### config.mk
export PLATFORM = sky130hd
export DESIGN_NAME = seq_divider
export DESIGN_NICKNAME = d
export VERILOG_FILES = /design/src/rtl/seq_div_pkg.sv /design/src/rtl/div_sub_stage.sv /design/src/rtl/seq_divider.sv
export SDC_FILE = /design/constraint.sdc
export NUM_CORES = 1
export LEC_CHECK = 0
export CORE_MARGIN = 1.5
export CORE_UTILIZATION = 25
export DETAILED_ROUTE_END_ITERATION = 12
export PLACE_DENSITY = 0.42
export SLEW_MARGIN = 20
export SYNTH_ARGS = -nofsm -noshare
export SYNTH_HDL_FRONTEND = slang
export SYNTH_SLANG_ARGS = --single-unit
export TNS_END_PERCENT = 20
### constraint.sdc
create_clock -name clk -period 10.91 [get_ports clk]
set_clock_uncertainty 0.2 [all_clocks]
set_input_delay 3.273 -clock clk [delete_from_list [all_inputs] [get_ports clk]]
set_output_delay 3.273 -clock clk [all_outputs]
set_load 0.005 [all_outputs]
### src/rtl/seq_div_pkg.sv
// Shared types and constants for the sequential restoring divider.
// Holds the FSM state enum, default width, counter width and sentinel.
package seq_div_pkg;

  typedef enum logic [1:0] {
    S_IDLE,
    S_RUN,
    S_DONE
  } div_state_e;

  localparam int DIV_N = 8;

  localparam int DIV_CNT_W = $clog2(DIV_N + 1);

  localparam logic [DIV_N-1:0] DIV_SENTINEL = '1;

  function automatic int cnt_width(input int n);
    return $clog2(n + 1);
  endfunction

endpackage

### src/rtl/div_sub_stage.sv
// Combinational W-bit subtract a - b with borrow-out.
// Ports: a_i, b_i operands; diff_o result; borrow_o set when a_i < b_i.
module div_sub_stage #(
  parameter int W = 9
) (
  input  logic [W-1:0] a_i,
  input  logic [W-1:0] b_i,
  output logic [W-1:0] diff_o,
  output logic         borrow_o
);

  // a + ~b + 1 through a ripple of full-adder cells.
  logic [W:0]   c;
  logic [W-1:0] nb;

  assign c[0] = 1'b1;
  assign nb   = ~b_i;

  for (genvar i = 0; i < W; i++) begin : g_fa
    logic p;
    assign p         = a_i[i] ^ nb[i];
    assign diff_o[i] = p ^ c[i];
    assign c[i+1]    = (a_i[i] & nb[i]) | (p & c[i]);
  end

  // No carry-out of the inverted-add means the subtraction borrowed.
  assign borrow_o = ~c[W];

endmodule

### src/rtl/seq_divider.sv
// Iterative restoring divider: 2N-bit dividend / N-bit divisor.
// Ports: clk, rst, start, A, B in; busy, done, q, r, dz, ovf out.
module seq_divider
  import seq_div_pkg::*;
#(
  parameter int N = DIV_N
) (
  input  logic           clk,
  input  logic           rst,
  input  logic           start,
  input  logic [2*N-1:0] A,
  input  logic [N-1:0]   B,
  output logic           busy,
  output logic           done,
  output logic [N-1:0]   q,
  output logic [N-1:0]   r,
  output logic           dz,
  output logic           ovf
);

  localparam int CW = cnt_width(N);

  div_state_e   state_q, state_d;
  logic [N:0]   part_q, part_d;
  logic [N-1:0] sh_q, sh_d;
  logic [N-1:0] b_q, b_d;
  logic [CW-1:0] cnt_q, cnt_d;
  logic [N-1:0] q_q, q_d;
  logic [N-1:0] r_q, r_d;
  logic         dz_q, dz_d;
  logic         ovf_q, ovf_d;

  logic [N:0]   trial;
  logic [N:0]   diff;
  logic         borrow;
  logic [N:0]   part_nx;
  logic [N-1:0] quo_nx;
  logic         part_msb_unused;

  // The partial remainder stays below B, so its top bit is always 0.
  assign part_msb_unused = part_q[N];

  // sh_q shifts dividend bits out of the MSB and quotient bits in at the LSB.
  assign trial = {part_q[N-1:0], sh_q[N-1]};

  div_sub_stage #(
    .W(N + 1)
  ) u_sub (
    .a_i     (trial),
    .b_i     ({1'b0, b_q}),
    .diff_o  (diff),
    .borrow_o(borrow)
  );

  assign part_nx = borrow ? trial : diff;
  assign quo_nx  = {sh_q[N-2:0], ~borrow};

  always_comb begin
    state_d = state_q;
    part_d  = part_q;
    sh_d    = sh_q;
    b_d     = b_q;
    cnt_d   = cnt_q;
    q_d     = q_q;
    r_d     = r_q;
    dz_d    = dz_q;
    ovf_d   = ovf_q;
    unique case (state_q)
      S_IDLE: begin
        if (start) begin
          if (B == '0) begin
            dz_d    = 1'b1;
            ovf_d   = 1'b0;
            q_d     = '1;
            r_d     = '1;
            cnt_d   = CW'(1);
            state_d = S_DONE;
          end else if (A[2*N-1:N] >= B) begin
            dz_d    = 1'b0;
            ovf_d   = 1'b1;
            q_d     = '1;
            r_d     = '1;
            cnt_d   = CW'(1);
            state_d = S_DONE;
          end else begin
            part_d  = {1'b0, A[2*N-1:N]};
            sh_d    = A[N-1:0];
            b_d     = B;
            cnt_d   = '0;
            dz_d    = 1'b0;
            ovf_d   = 1'b0;
            state_d = S_RUN;
          end
        end
      end
      S_RUN: begin
        part_d = part_nx;
        sh_d   = quo_nx;
        cnt_d  = cnt_q + CW'(1);
        if (cnt_q == CW'(N - 1)) begin
          q_d     = quo_nx;
          r_d     = part_nx[N-1:0];
          cnt_d   = '0;
          state_d = S_DONE;
        end
      end
      S_DONE: begin
        // A nonzero count marks a special-path result that waits one
        // extra cycle before its done pulse.
        if (cnt_q != '0) begin
          cnt_d = '0;
        end else begin
          state_d = S_IDLE;
        end
      end
      default: state_d = S_IDLE;
    endcase
  end

  always_ff @(posedge clk or posedge rst) begin
    if (rst) begin
      state_q <= S_IDLE;
      part_q  <= '0;
      sh_q    <= '0;
      b_q     <= '0;
      cnt_q   <= '0;
      q_q     <= '0;
      r_q     <= '0;
      dz_q    <= 1'b0;
      ovf_q   <= 1'b0;
    end else begin
      state_q <= state_d;
      part_q  <= part_d;
      sh_q    <= sh_d;
      b_q     <= b_d;
      cnt_q   <= cnt_d;
      q_q     <= q_d;
      r_q     <= r_d;
      dz_q    <= dz_d;
      ovf_q   <= ovf_d;
    end
  end

  assign busy = (state_q == S_RUN);
  assign done = (state_q == S_DONE) && (cnt_q == '0);
  assign q    = q_q;
  assign r    = r_q;
  assign dz   = dz_q;
  assign ovf  = ovf_q;

endmodule
Word-level counts from Yosys, hierarchy flattened
Cells that the tools add are included.
{"block": "totals", "register_bits": 48, "input_bits": 27, "out_inout_bits": 20, "wordCells": 111}
{"block": "op_classes", "add_sub_neg": 1, "order_cmp": 1, "n_eq_ne": 10, "muxes": 31, "bitwise": 46, "reduce_logical": 13}
{"operator": "8-bit two-way mux", "n": 12}
{"operator": "8-bit case mux with 2 select lines", "n": 4}
{"operator": "1-bit AND", "n": 17}
{"operator": "1-bit XOR", "n": 16}
{"operator": "4-bit two-way mux", "n": 3}
{"operator": "4-bit case mux with 3 select lines", "n": 1}
{"operator": "4-bit AND reduction", "n": 3}
{"operator": "2-bit two-way mux", "n": 5}
{"operator": "2-bit inequality test (second input constant)", "n": 5}
{"operator": "8-bit NOT with 9-bit output", "n": 1}
{"operator": "1-bit bitwise OR", "n": 9}
{"operator": "8-bit >= comparator", "n": 1}
{"operator": "8-bit logical NOT", "n": 1}
{"operator": "2-bit case mux with 3 select lines", "n": 1}
{"operator": "3-bit AND reduction", "n": 2}
{"operator": "1-bit two-way mux", "n": 5}
{"operator": "4-bit by 1-bit adder with 4-bit output (second input constant)", "n": 1}
{"operator": "4-bit by 3-bit == test with 1-bit output (second input constant)", "n": 1}
{"operator": "4-bit logical NOT", "n": 1}
{"operator": "4-bit nonzero test", "n": 1}
{"operator": "3-bit inequality test (second input constant)", "n": 1}
{"operator": "1-bit NOT", "n": 3}
{"operator": "3-bit nonzero test", "n": 1}
{"operator": "2-bit by 1-bit == test with 1-bit output (second input constant)", "n": 1}
{"operator": "other kinds (6)", "n": 6}

Longest topological paths before layout
Gate-level depths: netlist of the first run.
{"block": "depth", "ltp_word": 22, "ltp_mapped": 16, "mapped_depth_nobuf": 15}

Modules after synthesis
From an unflattened synthesis of the first run, not the netlist that was laid out.
{"block": "hier_totals", "hier_cells": 254, "hier_area_um2": 2886.5}
{"module": "seq_divider", "n_inst": 1, "cells_each": 227, "area_each_um2": 2646.3, "seq_area_each_um2": 1201.2}
{"module": "div_sub_stage", "n_inst": 1, "cells_each": 27, "area_each_um2": 240.2, "seq_area_each_um2": 0.0}

Worst setup path before layout of the first run
OpenSTA, ideal clock, no wires.
{"block": "synth_timing", "path_kind": "input to register", "from": "input port B[1]", "to": "register sh_q[1]", "setup_time_ns": 0.127, "arrival_ns": 4.988, "required_ns": 10.583, "setup_slack_ns": 5.594, "cell_stages": 8, "path_buffers": 1, "cell_sequence": "inv_1 ha_1 or4_4 a21oi_4 o31ai_2 o22ai_4 buf_8 mux2_1"}
{"block": "synth_via", "elab_chain_len": 3, "word_cells_on_any_way": 5, "classes_between": "1 x order compare; 2 x eq/ne; 2 x reduce/logical"}
{"element": "start: declaration", "line": "seq_divider.sv:12", "text": "input logic [N-1:0] B,"}
{"element": "8-bit >= comparator or 8-bit logical NOT (tied branches)", "line": "seq_divider.sv:78, seq_divider.sv:71"}
{"element": "2-bit inequality test (no source line)"}
{"element": "4-bit AND reduction (no source line) (*)"}
{"element": "end signal: assignment", "line": "seq_divider.sv:124", "text": "sh_q <= '0;"}
{"element": "end signal: assignment", "line": "seq_divider.sv:134", "text": "sh_q <= sh_d;"}
{"element": "end: declaration", "line": "seq_divider.sv:25", "text": "logic [N-1:0] sh_q, sh_d;"}
Mark *: on every way between the ends. The rest lies on a longest branch, timed or not.
A chain may end at the register's enable or synchronous reset.

Final worst setup path of the first run
{"block": "layout_timing", "from": "input port B[2]", "to": "register sh_q[4]"}
The elaborated chain is that of the path after synthesis.

==> summary.md, run 1 <==
| Metric | Value |
|---|---|
| Status | `complete, no violations` |
| Top post-synthesis cells by area | `dfrtp_1 43%, mux2_2 10%, ha_1 6.7%, fa_1 5.0%, mux2i_1 4.6%` |
| Largest net degree at the start of global routing | `49` |
| Remaining antenna violation count after routing | `0` |
| Util after Layout | `32.5%` |
| Die area | `0.0119 mm²` |
| Wire per inst | `14.7 µm` |
| Dominant cell type by area after synthesis | `dfrtp_1` |
| Area of the multi-input gates | `0.00148 mm²` |
| Commonest non-fill, non-tap cells in the layout | `48 x dfrtp_1, 46 x clkdlybuf4s50_1, 25 x mux2_2` |
| Cts repair resizes | `0` |
| Worst hold slack | `0.292 ns` |
| Avg Vias per Cell | `4.45` |
| Top Ports | `47` |
| Number of synthesized register bits | `48` |
| Wirelength, routed | `6450 µm` |
| H-tree depth | `2` |
| Setup TNS | `0 ns` |
| Post-synthesis net count | `300` |
| Post-CTS Setup Inserts | `0` |
| 1st-pass router iterations | `4` |
| DR vias | `1,951` |
| Final Max Tran Viols | `0` |
| CTS tree | `done` |
| First-pass GRT wire length | `10,600 µm` |
| EDFF count, synth | `0` |
| Worst hold path type | `reg -> reg` |
| Hold Crit Endpoint | `ovf` |
| Crit path max fanout | `16` |
| Die width | `109 µm` |
| Initial DRC count | `58` |
| Vias in the first global route | `2,005` |
| Register Area | `0.00120 mm²` |
| Delay of the slowest critical-path stage | `0.58 ns` |
| FF-to-FF End | `r[3]` |
| # setup viols final | `0` |
| Worst path bufs/invs | `2` |
| Clock Tree Root | `clkbuf_16` |
| Max Root-Sink Buffers | `2` |
| Post-synth top area share | `42.6%` |
| Pwr Total | `0.953 mW` |
| Worst-case reg-to-reg path depth | `15` |
| Placer Congestion | `0.716` |
| IO Port Bufs | `46` |
| Worst Setup End Kind | `register` |
| Crit Reg-Reg Startpoint | `sh_q[7]` |
| Most used DFF post-synth | `dfrtp_1` |
| Unrepaired setup endpoints after global routing | `no` |
| Tmin final | `5.90 ns` |
| Clock Latency Late Sink | `0.29 ns` |
| Remaining DRCs | `0` |
| Arr. time, crit path | `5.87 ns` |
| Pleak | `1.46 nW` |
| Mapped Cells | `251` |
| Post-DP HPWL | `4740 µm` |
| ANT cells | `0` |
| Ys Warns | `0` |
| CTS Hold Bufs | `0` |
| CTS Sinks | `48` |
| Fillers | `1,130` |
| Top Family by Delay on Critical Path | `compound AO/OA/AOI/OAI gates` |
| Hold_sp | `ovf` |
| Slew HR | `46.4%` |
| Pwr dens | `268 mW/mm²` |
| Site Rows | `38` |
| Max Freq | `0.170 GHz` |
| Maximum capacitance violations | `0` |
| Worst Tran Pin Value | `0.798 ns` |
| Peak VDD IR | `0.0000736 V` |
| Clk slew on worst S/H paths | `0.07 ns` |
| Startpoint types | `input port` |
| Core Footprint | `0.0109 mm²` |
| Synth async-reset ratio | `100%` |
| Slowest cell on crit path | `o22ai_4` |
| Grt total ovfl | `0` |
| TritonCTS buffer count | `5` |
| Worst path cell trace | `clkdlybuf4s50_1, inv_1, ha_1, or3_1, a21oi_1, o31ai_2, o22ai_4, mux2_2` |
| Die Span Y | `109 µm` |
| Share of cells above drive strength 1 | `17.1%` |
| Avg Synthesized Cell Area | `11.2 µm²` |
| Starting Density | `25.8%` |
| Post-synth cell types | `43` |
| Synth Cell Area | `0.00282 mm²` |
| Area grow syn2layout | `26.2%` |
| Hold Vio Cnt, Final | `0` |
| Net count reported at finish | `347` |
| Initial antenna violation count | `0` |
| Most common cell after layout, fill and taps aside | `dfrtp_1` |
| Required time of the critical path | `10.88 ns` |
| Global-route usage over all layers | `11.7%` |
| Critical path class | `in -> reg` |
| Tcrit/Tclk final | `54.0%` |
| FF-to-FF setup slack | `6.48 ns` |
| Hold Path Depth | `2` |
| Sequential element share of the synthesized area | `42.6%` |
==> worst max-delay path by stage <==
stage,start,end,depth (start not counted)
6_report,B[2],sh_q[4],8
5_1_grt,B[2],part_q[6],8
4_1_cts,B[2],sh_q[6],8
3_5_place_dp,B[2],sh_q[6],8
3_3_place_gp,B[2],sh_q[4],8
2_1_floorplan,B[1],sh_q[1],8
==> tightest hold or removal path, delay by kind of cell (launching register included) <==
kind / cells / cell delay (ns)
AO/OA/AOI/OAI: 1 / 0.06
flip-flops: 1 / 0.35
AND/OR/NAND/NOR: 1 / 0.05
==> per-stage QoR <==
step | worst slack, ns | instances | cell area (µm²)
5_1_grt | 4.86 | 438 | 3560
3_3_place_gp | 4.68 | 431 | 3420
2_1_floorplan | 5.59 | 251 | 2820
3_5_place_dp | 4.69 | 431 | 3420
4_1_cts | 4.99 | 438 | 3560
6_report | 5.01 | 438 | 3560
==> cell usage after synthesis (2+ instances only) <==
cell type  count
nor2_1         8
ha_1          15
nor3_1         3
mux2i_1       13
inv_1         25
o21a_1         4
mux2_4         8
nor4_1         2
o21ai_0       14
a2bb2oi_1      2
nand2b_1       8
nand2_1       23
a21o_1         2
a22o_1         2
fa_1           7
nand3_1        6
nand4_1        2
dfrtp_1       48
a21oi_1        6
mux2_2        25
clkbuf_1       5
a31oi_1        2
==> cell type report <==
cell class | instances | share of cell area [%]
clock buffer | 5 | 3.52
tap | 140 | 4.92
sequential | 48 | 33.8
inverter | 25 | 2.64
timing repair buffer | 48 | 13.4
multi-input combinational | 170 | 41.5
clock inverter | 2 | 0.352
==> where the power goes <==
| part | leakage, nW | total (mW) | switching (mW) | internal [mW] |
|---|---|---|---|---|
| combinational | 0.868 | 0.494 | 0.248 | 0.245 |
| sequential | 0.531 | 0.308 | 0.0516 | 0.257 |
| clock | 0.0657 | 0.151 | 0.0672 | 0.0834 |
==> state kept, by name (all words and copies together) (netlist names) <==
name / cells
q: 8
r: 8
sh_q: 8
part_q: 8
b_q: 8
state_q: 2
cnt_q: 4
ovf: 1
dz: 1
==> per-layer routing <==
metal / share of wire, % / vias up / global-route usage [%]
met1: 51 / 953 / 17.0
li1: - / 953 / -
met4: 0.71 / 0 / 2.78
met5: 0 / - / 0
met2: 44 / 40 / 17.7
met3: 4.3 / 5 / 2.45
==> cell families after synthesis <==
group	count (synthesis)	synth area share [%]
muxes	47	19.3
DFF	48	42.6
adders and majority gates	22	11.6
and+or+nand+nor	61	10.6
AOI/OAI and AO/OA	40	10.8
buffers and inverters	33	5.10
No activity file was read; power rests on OpenSTA's default activity.
==> inputs of run 2 (changes only) <==
- PLACE_DENSITY: 0.42 -> 0.43
- clock period: 10.91 -> 4.88 ns (I/O delays scaled with it)
==> run 2 against run 1 <==
  * Sequential power up 120%
  * Global-route usage up 0.45 points
  * Die area unchanged
  * Combinational power up 130%
  * Sequential cell count unchanged
  * Critical path type is now reg -> reg
  * Highest routed layer unchanged
==> summary.md, run 2 (same netlist as run 1, synthesis figures left out) <==
| Metric | Value |
|---|---|
| Status | `complete, no violations` |
| Crit path max fanout | `13 (-3)` |
| Worst Tran Pin Value | `0.801 ns (+0.00282 ns)` |
| First-pass GRT wire length | `11,000 µm (+3.7%)` |
| H-tree depth | `2 (unchanged)` |
| Hold Vio Cnt, Final | `0 (unchanged)` |
| Post-Layout Cell Count | `440 (+0.46%)` |
| Grt total ovfl | `0 (unchanged)` |
| Hold Path Depth | `2 (unchanged)` |
| Vias in the first global route | `2,092 (+4.3%)` |
| CTS Sinks | `48 (unchanged)` |
| ANT cells | `0 (unchanged)` |
| Most common cell after layout, fill and taps aside | `dfrtp_1` |
| WL met1 | `3360 µm (+1.6%)` |
| Worst-case reg-to-reg path depth | `15 (unchanged)` |
| Area grow syn2layout | `27.7%` |
| Final Cell Area | `0.00360 mm² (+1.2%)` |
| Delay of the slowest critical-path stage | `0.41 ns (-0.17 ns)` |
| Global-route usage over all layers | `12.2% (+0.45 points)` |
| Die width | `109 µm (unchanged)` |
| Commonest non-fill, non-tap cells in the layout | `48 x dfrtp_1, 46 x clkdlybuf4s50_1, 25 x mux2_2` |
| Top Family by Delay on Critical Path | `adder cells` |
| Share of cells above drive strength 1 | `17.7% (+0.55 points)` |
| Clock Latency Late Sink | `0.29 ns (about the same)` |
| Util after Layout | `32.9% (+0.40 points)` |
| Startpoint types | `register` |
| CTS tree | `done` |
| Pleak | `1.49 nW (+1.4%)` |
| Cell count after placement | `432 (+0.23%)` |
| Largest net degree at the start of global routing | `49 (unchanged)` |
| Worst path cell trace | `inv_1, ha_1, fa_1, fa_1, fa_1, fa_1, fa_1, fa_1, inv_1, fa_1, or2_2, nand2_1, o21ai_0, o21ai_0, mux2_2` |
| DR WL met3 | `312 µm (+11%)` |
| Arr. time, crit path | `4.29 ns (-1.58 ns)` |
| Remaining antenna violation count after routing | `0 (unchanged)` |
| Starting Density | `25.8% (unchanged)` |
| Wirelength, routed | `6590 µm (+2.1%)` |
| Core Footprint | `0.0109 mm² (unchanged)` |
| Net count reported at finish | `348 (+0.29%)` |
| Post-DP Area | `0.00343 mm² (+0.29%)` |
| Pwr dens | `616 mW/mm² (+130%)` |
| Peak VDD IR | `0.000218 V (+200%)` |
| Metal2 WL | `2850 µm (+0.89%)` |
| Fillers | `1,117 (-1.2%)` |
| Unrepaired setup endpoints after global routing | `no` |
| Required time of the critical path | `4.86 ns (-6.02 ns)` |
| Initial DRC count | `55 (-5.2%)` |
| Cts repair resizes | `0 (unchanged)` |
| Worst Setup End Kind | `register` |
| Site Rows | `38 (unchanged)` |
| Final Worst Setup Slack | `0.569 ns (-4.44 ns)` |
| Die Span Y | `109 µm (unchanged)` |
| Clk slew on worst S/H paths | `0.07 ns (about the same)` |
| DR vias | `1,955 (+0.21%)` |
| Top Ports | `47 (unchanged)` |
| Slew HR | `46.2% (-0.19 points)` |
| TritonCTS buffer count | `5 (unchanged)` |
| Setup TNS | `0 ns (unchanged)` |
| Critical path class | `reg -> reg` |
| Worst hold path type | `reg -> reg` |
| Post-DP HPWL | `4870 µm (+2.8%)` |
| Slowest cell on crit path | `fa_1` |
| Initial antenna violation count | `0 (unchanged)` |
| Place WS | `0.491 ns (-4.20 ns)` |
| Clock Tree Root | `clkbuf_16` |
| Tcrit/Tclk final | `88.3%` |
| Final Max Tran Viols | `0 (unchanged)` |
| Avg Vias per Cell | `4.44 (-0.25%)` |
| Worst path bufs/invs | `2 (unchanged)` |
| Max Root-Sink Buffers | `2 (unchanged)` |
| IO Port Bufs | `46 (unchanged)` |
| Pwr Total | `2.22 mW (+130%)` |
| Post-CTS Setup Inserts | `0 (unchanged)` |
| Cell mode on critical path | `fa_1` |
| Tmin final | `4.31 ns` |
| CTS Hold Bufs | `0 (unchanged)` |
| Worst hold slack | `0.304 ns (+0.0127 ns)` |
| Placer Congestion | `0.742 (+3.7%)` |
| # setup viols final | `0 (unchanged)` |
| Critical path depth | `15 (+7)` |
| Wire per inst | `15.0 µm (+1.6%)` |
| 1st-pass router iterations | `4 (unchanged)` |
| Remaining DRCs | `0 (unchanged)` |
| Die area | `0.0119 mm² (unchanged)` |
| Max Freq | `0.232 GHz` |
| Uppermost layer routed | `met4` |
| Maximum capacitance violations | `0 (unchanged)` |
## run 2: path summary, 6_finish.rpt
kind,startpoint,to,slack [ns]
worst min-delay path,dz,dz,0.30
worst max-delay path,sh_q[7],part_q[6],0.57
min in group asynchronous,rst,q[2],1.42
worst min register to register,dz,dz,0.30
max in group asynchronous,rst,b_q[2],2.63
worst max register to register,sh_q[7],part_q[6],0.57
## run 2: worst register-to-register path, delay by kind of cell (launching register included)
kind | cells | cell delay, ns
muxes | 1 | 0.28
DFF | 1 | 0.35
AOI/OAI and AO/OA | 2 | 0.23
buffers and inverters | 2 | 0.13
adders and majority gates | 8 | 2.71
and+or+nand+nor | 2 | 0.30
## run 2: power breakdown
part,internal (mW),switching [mW],total (mW)
sequential,0.574,0.114,0.688
combinational,0.559,0.565,1.12
clock,0.244,0.164,0.408
total,1.38,0.843,2.22
## run 2: final cells by class
class                           instances  area, µm²  share of cell area (%)
Timing Repair Buffer                   49        483                    13.4
Sequential cell                        48       1200                    33.3
Multi-Input combinational cell        170       1480                    41.0
Inverter                               25       96.3                    2.67
Tap cell                              140        175                    4.86
Clock buffer                            5        125                    3.47
Clock inverter                          3       46.3                    1.29
## run 2: routing by layer
metal	track usage, %	vias up
met4	3.43	0
met5	0	-
met1	17.4	940
li1	-	961
met2	18.6	47
met3	2.27	7
